--- src/rtl/dock_cfg_pkg.sv ---
// Shared constants for the Dock config SPI bridge:
// SPI commands, status nibble, frame FSM states and decoder register offsets.
package dock_cfg_pkg;

  localparam logic [7:0] CMD_WRITE  = 8'h02;
  localparam logic [7:0] CMD_LOCK   = 8'h5A;
  localparam logic [3:0] STATUS_NIB = 4'hA;

  typedef enum logic [2:0] {
    IDLE,
    CMD,
    ADDR,
    DATA,
    IGNORE
  } state_t;

  localparam logic [7:0] REG_BASE = 8'h00;
  localparam logic [7:0] REG_MASK = 8'h40;
  localparam logic [7:0] REG_SLOT = 8'h80;
  localparam logic [7:0] REG_OP   = 8'hC0;

endpackage

--- src/rtl/spi_in_sync.sv ---
// SPI input synchronizer: SYNC_STAGES flops per input, registered edge pulses.
// Ports: clk, rst in; spi_sck/spi_cs_n/spi_mosi raw in;
//        sck_rise, sck_fall, cs_rise, cs_fall pulses and mosi_bit out.
module spi_in_sync #(
  parameter int SYNC_STAGES = 2
) (
  input  logic clk,
  input  logic rst,
  input  logic spi_sck,
  input  logic spi_cs_n,
  input  logic spi_mosi,
  output logic sck_rise,
  output logic sck_fall,
  output logic cs_rise,
  output logic cs_fall,
  output logic mosi_bit
);

  logic [SYNC_STAGES-1:0] sck_ff;
  logic [SYNC_STAGES-1:0] cs_ff;
  logic [SYNC_STAGES-1:0] mosi_ff;
  logic sck_s, cs_s, sck_p, cs_p;

  assign sck_s = sck_ff[SYNC_STAGES-1];
  assign cs_s  = cs_ff[SYNC_STAGES-1];

  // Chains are not reset so a mid-frame rst does not fake a cs_n edge.
  always_ff @(posedge clk) begin
    sck_ff  <= {sck_ff[SYNC_STAGES-2:0], spi_sck};
    cs_ff   <= {cs_ff[SYNC_STAGES-2:0], spi_cs_n};
    mosi_ff <= {mosi_ff[SYNC_STAGES-2:0], spi_mosi};
    sck_p   <= sck_s;
    cs_p    <= cs_s;
  end

  always_ff @(posedge clk) begin
    if (rst) begin
      sck_rise <= 1'b0;
      sck_fall <= 1'b0;
      cs_rise  <= 1'b0;
      cs_fall  <= 1'b0;
      mosi_bit <= 1'b0;
    end else begin
      sck_rise <= sck_s & ~sck_p;
      sck_fall <= ~sck_s & sck_p;
      cs_rise  <= cs_s & ~cs_p;
      cs_fall  <= ~cs_s & cs_p;
      mosi_bit <= mosi_ff[SYNC_STAGES-1];
    end
  end

endmodule

--- src/rtl/dock_cfg_spi_bridge.sv ---
// SPI-slave write port into the Dock decoder config bus (optional CFG_LOCK_EN).
// Ports: clk, rst; spi_sck/cs_n/mosi in, spi_miso out;
//        cfg_we/cfg_addr/cfg_wdata config bus, frame_err pulse, locked flag.
module dock_cfg_spi_bridge
  import dock_cfg_pkg::*;
#(
  parameter int CFG_AW      = 8,
  parameter int SYNC_STAGES = 2
) (
  input  logic              clk,
  input  logic              rst,
  input  logic              spi_sck,
  input  logic              spi_cs_n,
  input  logic              spi_mosi,
  output logic              spi_miso,
  output logic              cfg_we,
  output logic [CFG_AW-1:0] cfg_addr,
  output logic [7:0]        cfg_wdata,
  output logic              frame_err,
  output logic              locked
);

  logic sck_rise, sck_fall, cs_rise, cs_fall, mosi_bit;

  spi_in_sync #(
    .SYNC_STAGES(SYNC_STAGES)
  ) u_sync (
    .clk      (clk),
    .rst      (rst),
    .spi_sck  (spi_sck),
    .spi_cs_n (spi_cs_n),
    .spi_mosi (spi_mosi),
    .sck_rise (sck_rise),
    .sck_fall (sck_fall),
    .cs_rise  (cs_rise),
    .cs_fall  (cs_fall),
    .mosi_bit (mosi_bit)
  );

  state_t            state, state_d;
  logic [2:0]        cnt, cnt_nx;
  logic [6:0]        shreg;
  logic [7:0]        rx_byte;
  logic [7:0]        miso_sr;
  logic [CFG_AW-1:0] ptr;
  logic              bit_in, byte_done;
  logic              we_d, err_d, ptr_ld, ptr_inc;
`ifdef CFG_LOCK_EN
  logic              lock_set;
`endif

  // Bits only count inside a frame; after rst we wait for a fresh cs_n fall.
  assign bit_in    = sck_rise && (state != IDLE);
  assign cnt_nx    = bit_in ? cnt + 3'd1 : cnt;
  assign byte_done = bit_in && (cnt == 3'd7);
  assign rx_byte   = {shreg, mosi_bit};
  assign spi_miso  = miso_sr[7];

  always_comb begin
    state_d = state;
    we_d    = 1'b0;
    err_d   = 1'b0;
    ptr_ld  = 1'b0;
    ptr_inc = 1'b0;
`ifdef CFG_LOCK_EN
    lock_set = 1'b0;
`endif
    if (byte_done) begin
      unique case (state)
        CMD: begin
          state_d = IGNORE;
          if (rx_byte == CMD_WRITE) state_d = ADDR;
`ifdef CFG_LOCK_EN
          if (rx_byte == CMD_LOCK) lock_set = 1'b1;
`endif
        end
        ADDR: begin
          ptr_ld  = 1'b1;
          state_d = DATA;
        end
        DATA: begin
          ptr_inc = 1'b1;
          we_d    = ~locked;
        end
        default: ;
      endcase
    end
    // A byte finishing in the cs_n-rise cycle is processed above first.
    if (cs_rise) begin
      state_d = IDLE;
      err_d   = (cnt_nx != 3'd0);
    end else if (cs_fall && state == IDLE) begin
      state_d = CMD;
    end
  end

  always_ff @(posedge clk) begin
    if (rst) state <= IDLE;
    else     state <= state_d;
  end

  always_ff @(posedge clk) begin
    if (rst) begin
      cnt       <= 3'd0;
      shreg     <= 7'd0;
      ptr       <= '0;
      cfg_we    <= 1'b0;
      cfg_addr  <= '0;
      cfg_wdata <= 8'd0;
      frame_err <= 1'b0;
      miso_sr   <= 8'd0;
    end else begin
      cfg_we    <= we_d;
      frame_err <= err_d;
      if (cs_rise)     cnt <= 3'd0;
      else if (bit_in) cnt <= cnt_nx;
      if (bit_in) shreg <= rx_byte[6:0];
      if (ptr_ld)       ptr <= CFG_AW'(rx_byte);
      else if (ptr_inc) ptr <= ptr + 1'b1;
      if (we_d) begin
        cfg_addr  <= ptr;
        cfg_wdata <= rx_byte;
      end
      if (cs_fall && state == IDLE)
        miso_sr <= {STATUS_NIB, 3'b000, locked};
      else if (cs_rise)
        miso_sr <= 8'd0;
      else if (sck_fall && state != IDLE)
        miso_sr <= {miso_sr[6:0], 1'b0};
    end
  end

`ifdef CFG_LOCK_EN
  always_ff @(posedge clk) begin
    if (rst)           locked <= 1'b0;
    else if (lock_set) locked <= 1'b1;
  end
`else
  assign locked = 1'b0;
`endif

endmodule

--- config.mk ---
export PLATFORM = sky130hd
export DESIGN_NAME = dock_cfg_spi_bridge
export DESIGN_NICKNAME = d
export VERILOG_FILES = /design/src/rtl/dock_cfg_pkg.sv /design/src/rtl/spi_in_sync.sv /design/src/rtl/dock_cfg_spi_bridge.sv
export SDC_FILE = /design/constraint.sdc
export NUM_CORES = 1
export LEC_CHECK = 0
export ABC_AREA = 1
export CORE_MARGIN = 2
export CORE_UTILIZATION = 49
export CTS_CLUSTER_DIAMETER = 150
export DETAILED_ROUTE_END_ITERATION = 12
export PLACE_DENSITY = 0.8
export SLEW_MARGIN = 20
export SYNTH_ARGS = -nofsm -noshare
export SYNTH_HDL_FRONTEND = slang
export SYNTH_HIERARCHICAL = 1
export SYNTH_SLANG_ARGS = --single-unit
--- constraint.sdc ---
create_clock -name clk -period 1.45 [get_ports clk]
set_input_delay 0.29 -clock clk [delete_from_list [all_inputs] [get_ports clk]]
set_output_delay 0.29 -clock clk [all_outputs]
set_load 0.05 [all_outputs]
Word-level counts from Yosys, hierarchy flattened
Index checks and enable logic that the tools add are counted.
{"block": "totals", "regBits": 55, "input_bits": 5, "output_inout_bits": 20}
{"block": "classes", "addsub": 2, "eq_ne": 5, "muxes": 14, "bitwise": 9, "n_reduce_logical": 17}
{"op": "$mux W8", "n": 5}
{"op": "$reduce_bool A3 Y1", "n": 4}
{"op": "$add A8 B1 Y8 const B", "n": 1}
{"op": "$eq A8 B2 Y1 const B", "n": 1}
{"op": "$eq A3 B2 Y1 const B", "n": 2}
{"op": "$mux W1", "n": 6}
{"op": "$mux W3", "n": 2}
{"op": "$pmux W3 S2", "n": 1}
{"op": "$reduce_bool A2 Y1", "n": 3}
{"op": "$not A1 Y1", "n": 5}
{"op": "$and A1 B1 Y1", "n": 4}
{"op": "$logic_and A1 B1 Y1", "n": 4}
{"op": "$reduce_and A2 Y1", "n": 2}
{"op": "$reduce_or A2 Y1", "n": 2}
{"op": "$add A3 B1 Y3 const B", "n": 1}
{"op": "$eq A3 B1 Y1 const B", "n": 1}
{"op": "$eq A3 B3 Y1 const B", "n": 1}
{"op": "$logic_not A3 Y1", "n": 1}
{"op": "$reduce_or A3 Y1", "n": 1}

Logic depth before layout (Yosys ltp)
{"block": "depth", "word_depth": 6, "mapped_depth": 9, "depth_no_buf": 9}

By module
Netlist, hierarchy kept.
{"mod": "dock_cfg_spi_bridge", "instances": 1, "cells_each": 247, "area_each_um2": 1914.3, "seq_area_each_um2": 840.8}
{"mod": "spi_in_sync", "instances": 1, "cells_each": 27, "area_each_um2": 312.8, "seq_area_each_um2": 260.2}

Worst setup path before layout
Ideal clock, no wire load.
{"block": "synth_path", "path_type": "reg2reg", "from": "reg cnt[0]", "to": "reg ptr[2]", "arrival_ps": 1380, "required_ps": 1337, "slack_ps": -43, "path_stages_with_launch": 8, "path_buffers": 0, "synth_period_minus_slack_ps": 1493, "path_cell_list": "dfxtp_1 ha_1 ha_1 inv_1 nor3_4 nand2_1 nor2_1 nor2_1"}
{"block": "synth_between", "elab_chain_cells": 4}
{"item": "from (decl)", "line": "dock_cfg_spi_bridge.sv:41", "source": "logic [2:0] cnt, cnt_nx;"}
{"item": "from (signal assigned)", "line": "dock_cfg_spi_bridge.sv:116", "source": "else if (bit_in) cnt <= cnt_nx;"}
{"item": "$eq A3 B3 Y1 (*)", "line": "dock_cfg_spi_bridge.sv:55", "source": "assign byte_done = bit_in && (cnt == 3'd7);"}
{"item": "$logic_and A1 B1 Y1 (*)", "line": "dock_cfg_spi_bridge.sv:55"}
{"item": "$mux W1", "line": "dock_cfg_spi_bridge.sv:68", "source": "if (byte_done) begin"}
{"item": "$mux W8 or $reduce_bool A2 Y1 (tied branches)"}
{"item": "to (signal assigned)", "line": "dock_cfg_spi_bridge.sv:118", "source": "if (ptr_ld) ptr <= CFG_AW'(rx_byte);"}
{"item": "to (signal assigned)", "line": "dock_cfg_spi_bridge.sv:119", "source": "else if (ptr_inc) ptr <= ptr + 1'b1;"}
{"item": "to (decl)", "line": "dock_cfg_spi_bridge.sv:45", "source": "logic [CFG_AW-1:0] ptr;"}
Every way passes the cells marked *; elsewhere a longest branch is shown, timed or not.
A chain may end at the register's enable or synchronous reset.

Worst setup path after layout
{"block": "layout_path", "from": "reg state[1]", "to": "reg shreg[0]"}
{"block": "layout_between", "elab_chain_cells": 2}
{"item": "from (decl)", "line": "dock_cfg_spi_bridge.sv:40", "source": "state_t state, state_d;"}
{"item": "from (signal assigned)", "line": "dock_cfg_spi_bridge.sv:99", "source": "else state <= state_d;"}
{"item": "$reduce_bool A3 Y1", "line": "dock_cfg_spi_bridge.sv:53", "source": "assign bit_in = sck_rise && (state != IDLE);"}
{"item": "$logic_and A1 B1 Y1", "line": "dock_cfg_spi_bridge.sv:53"}
{"item": "to (signal assigned)", "line": "dock_cfg_spi_bridge.sv:117", "source": "if (bit_in) shreg <= rx_byte[6:0];"}
{"item": "to (decl)", "line": "dock_cfg_spi_bridge.sv:42", "source": "logic [6:0] shreg;"}
Every way passes these cells.

==> run_results.csv <==
group,metric,value,unit
synthesis,yosys.area_share.simple,0.220,
routing,drc,0,
power,p_leak,1.31,nW
critical_path,max_stage_delay,0.35,ns
critical_path,end_kind,"flip-flop",
synthesis,synthMuxAreaShare,0,
floorplanning,die_w,71.4,um
synthesis,yosysWarnings,6,
finish,register_area,0.00111,mm2
timing,holdWs,0.336,ns
finish,fillCellCount,307,
grt,grt_overflow_total,0,
synthesis,yosysSeqAreaShare,0.494,
synthesis,synth-adder-area-share,0.0169,
finish,drive_gt1_frac,0.248,
routing,wl_per_cell,14.8,um
cts,cts_root_buf,"clkbuf_8",
finish,fin_nets,321,
routing,drtIter0Drc,135,
floorplanning,dieArea,0.00510,mm2
synthesis,syn_nets,282,
cts,cts.sinks,55,
synthesis,netlist_instances,274,
grt,grt_pass1_vias,1928,
grt,antenna_found_initial,0,
cts,clk_pin_slew,0.10,ns
placed_design,post-dp-hpwl,3.36,mm
placed_design,placed_area,0.00275,mm2
critical_path,critPathLaunchType,"flip-flop",
timing,period_needed,1.49,ns
cts,cts_max_path_buffers,2,
routing,vias_per_cell,5.36,
timing,rsz0062_at_grt,"yes",
finish,final_cells,366,
critical_path,cp_cell_sequence,"nor2_2 -> nand2_4 -> nand2_8 -> buf_4 -> o21ai_0 -> a21oi_1",
synthesis,syn_avg_cell_area,8.13,um2
timing,min_period_over_period,1.03,
floorplanning,start_util,0.511,
timing,maxSlewViolCount,0,
placed_design,port_buffers,23,
floorplanning,rows,24,
hold_path,holdCritPathClass,"flip-flop to flip-flop",
routing,dr.pass1.iters,4,
floorplanning,core_region_area,0.00435,mm2
timing,fmax,669,MHz
routing,drt_wl_total,5.40,mm
floorplanning,die_h,71.4,um
synthesis,synth-main-ff-cell,"dfxtp_1",
critical_path,critPathMaxFanout,14,
placed_design,place_inst,351,
synthesis,synth_cell_types,31,
finish,layout_commonest_cell,"dfxtp_1",
grt,track_usage,0.213,
synthesis,synthXorXnorAreaFrac,0.0152,
routing,antenna_left,0,
placed_design,gp_congestion,0.874,
critical_path,cp.arrival,1.71,ns
critical_path,path_buf_inv,1,
synthesis,ys_ff_latch,55,
critical_path,cp_top_family,"simple AND/OR/NAND/NOR gates",
cts,cts_buffers,5,
run_status,violations,"setup timing",
power,vdd_ir_drop_max,0.000797,V
timing,fin_skew,0.0110,ns
timing,setup_viol,5,
cts,clock_latency,0.31,ns
synthesis,syn_area,0.00223,mm2
timing,setup_tns,-0.0963,ns
finish,final_area,0.00304,mm2
job,cap_violations,0,
critical_path,required,1.67,ns
run_status,status,"complete, but fails checks",
finish,utilization,0.699,
grt,grt_pass1_wl,8.54,mm
finish,mostFrequentLayoutCells,"51 x dfxtp_1, 43 x nand2_1, 33 x inv_1",
synthesis,async_flop_share,0,
power,total_power,2.73,mW
finish,syn_to_final_growth,36.7,%
power,power.density,897,mW/mm2
routing,vias,1962,
synthesis,synth_top_family_by_area,"simple AND/OR/NAND/NOR gates",
placed_design,dp_slack,-0.0408,ns
critical_path,path_class,"flip-flop to flip-flop",
critical_path,cpMaxStageDelayCell,"dfxtp_2",
synthesis,synth-compound-area-share,0.154,
cts,ctsHoldBuffers,0,
finish,antennaDiodeCount,0,
cts,cts_tree,"built",
synthesis,synth_edf_count,0,
timing,hold_violations,0,
grt,grt_start_max_net_pins,27,
finish,multiInputGateArea,996,um2
floorplanning,ios,25,
timing,setup_slack,-0.0438,ns
cts,htree_levels,2,
layout make-up:
| class | count | share of cell area |
|---|---|---|
| tap | 52 | 0.0214 |
| clock buffer | 6 | 0.0271 |
| inverter | 37 | 0.0469 |
| multi-input combinational | 172 | 0.327 |
| sequential | 55 | 0.363 |
| timing repair buffer | 42 | 0.203 |
| clock inverter | 2 | 0.0115 |
path summary, 6_finish.rpt:
check	start	endpoint	slack, ns	cells after the start
setup / recovery	state[1]	shreg[0]	-0.04	6
hold / removal	u_sync/mosi_ff[0]	u_sync/mosi_ff[1]	0.34	0
setup reg to reg	state[1]	shreg[0]	-0.04	6
hold reg to reg	u_sync/mosi_ff[0]	u_sync/mosi_ff[1]	0.34	0
power breakdown:
part	switching (mW)	leakage, nW	internal [mW]
Clock	0.494	0.0612	0.559
Combinational	0.0764	0.799	0.0471
Sequential	0.0179	0.449	1.53
layer usage:
metal	vias up	share of wire	GRT usage
met1	918	0.39	0.241
li1	967	-	-
met5	-	0	0
met3	16	0.043	0.0534
met4	0	0.027	0.0839
met2	61	0.54	0.381
cell usage after synthesis (2+ instances only):
cell type | count | area (um2)
dfxtp_1 | 55 | 1100
nand2_1 | 44 | 165
a21oi_1 | 34 | 170
inv_1 | 34 | 128
nor2_1 | 23 | 86.3
o21ai_1 | 22 | 110
nand3_1 | 15 | 75.1
nand4_1 | 6 | 37.5
o21ai_0 | 5 | 25.0
buf_4 | 4 | 30.0
ha_1 | 3 | 37.5
inv_2 | 3 | 11.3
a31oi_1 | 2 | 12.5
buf_2 | 2 | 10.0
clkbuf_1 | 2 | 7.51
nand2_4 | 2 | 22.5
nor2_2 | 2 | 12.5
o21ai_2 | 2 | 17.5
xor2_1 | 2 | 17.5
worst register-to-register path: cells and delay by family (launching register included):
family / cells / cell delay, ns
buffers and inverters: 1 / 0.22
and+or+nand+nor: 3 / 0.54
AOI/OAI and AO/OA: 2 / 0.29
DFF: 1 / 0.35
flip-flops by register name, indices dropped and copies added (netlist names):
register / flops
u_sync/cs_fall: 1
ptr: 8
u_sync/cs_p: 1
cfg_we: 1
u_sync/mosi_ff: 2
u_sync/sck_fall: 1
frame_err: 1
cnt: 3
state: 3
u_sync/mosi_bit: 1
u_sync/cs_rise: 1
u_sync/sck_ff: 2
cfg_wdata: 8
u_sync/sck_p: 1
shreg: 7
u_sync/sck_rise: 1
u_sync/cs_ff: 2
miso_sr: 3
cfg_addr: 8
what timing repair did:
item / 4_1_cts / 5_1_grt
pin swaps: 9 / 11
buffers inserted: 5 / 3
gates resized for setup: 8 / 14
setup endpoints to repair: 10 / 23
cell families after synthesis:
kind of cell,count (synthesis)
adders and majority gates,3
AOI/OAI and AO/OA,66
and+or+nand+nor,99
xor gates and xnor gates,3
DFF,55
buffers and inverters,47
other,1
Note: power is estimated with default switching activity, not from simulation.
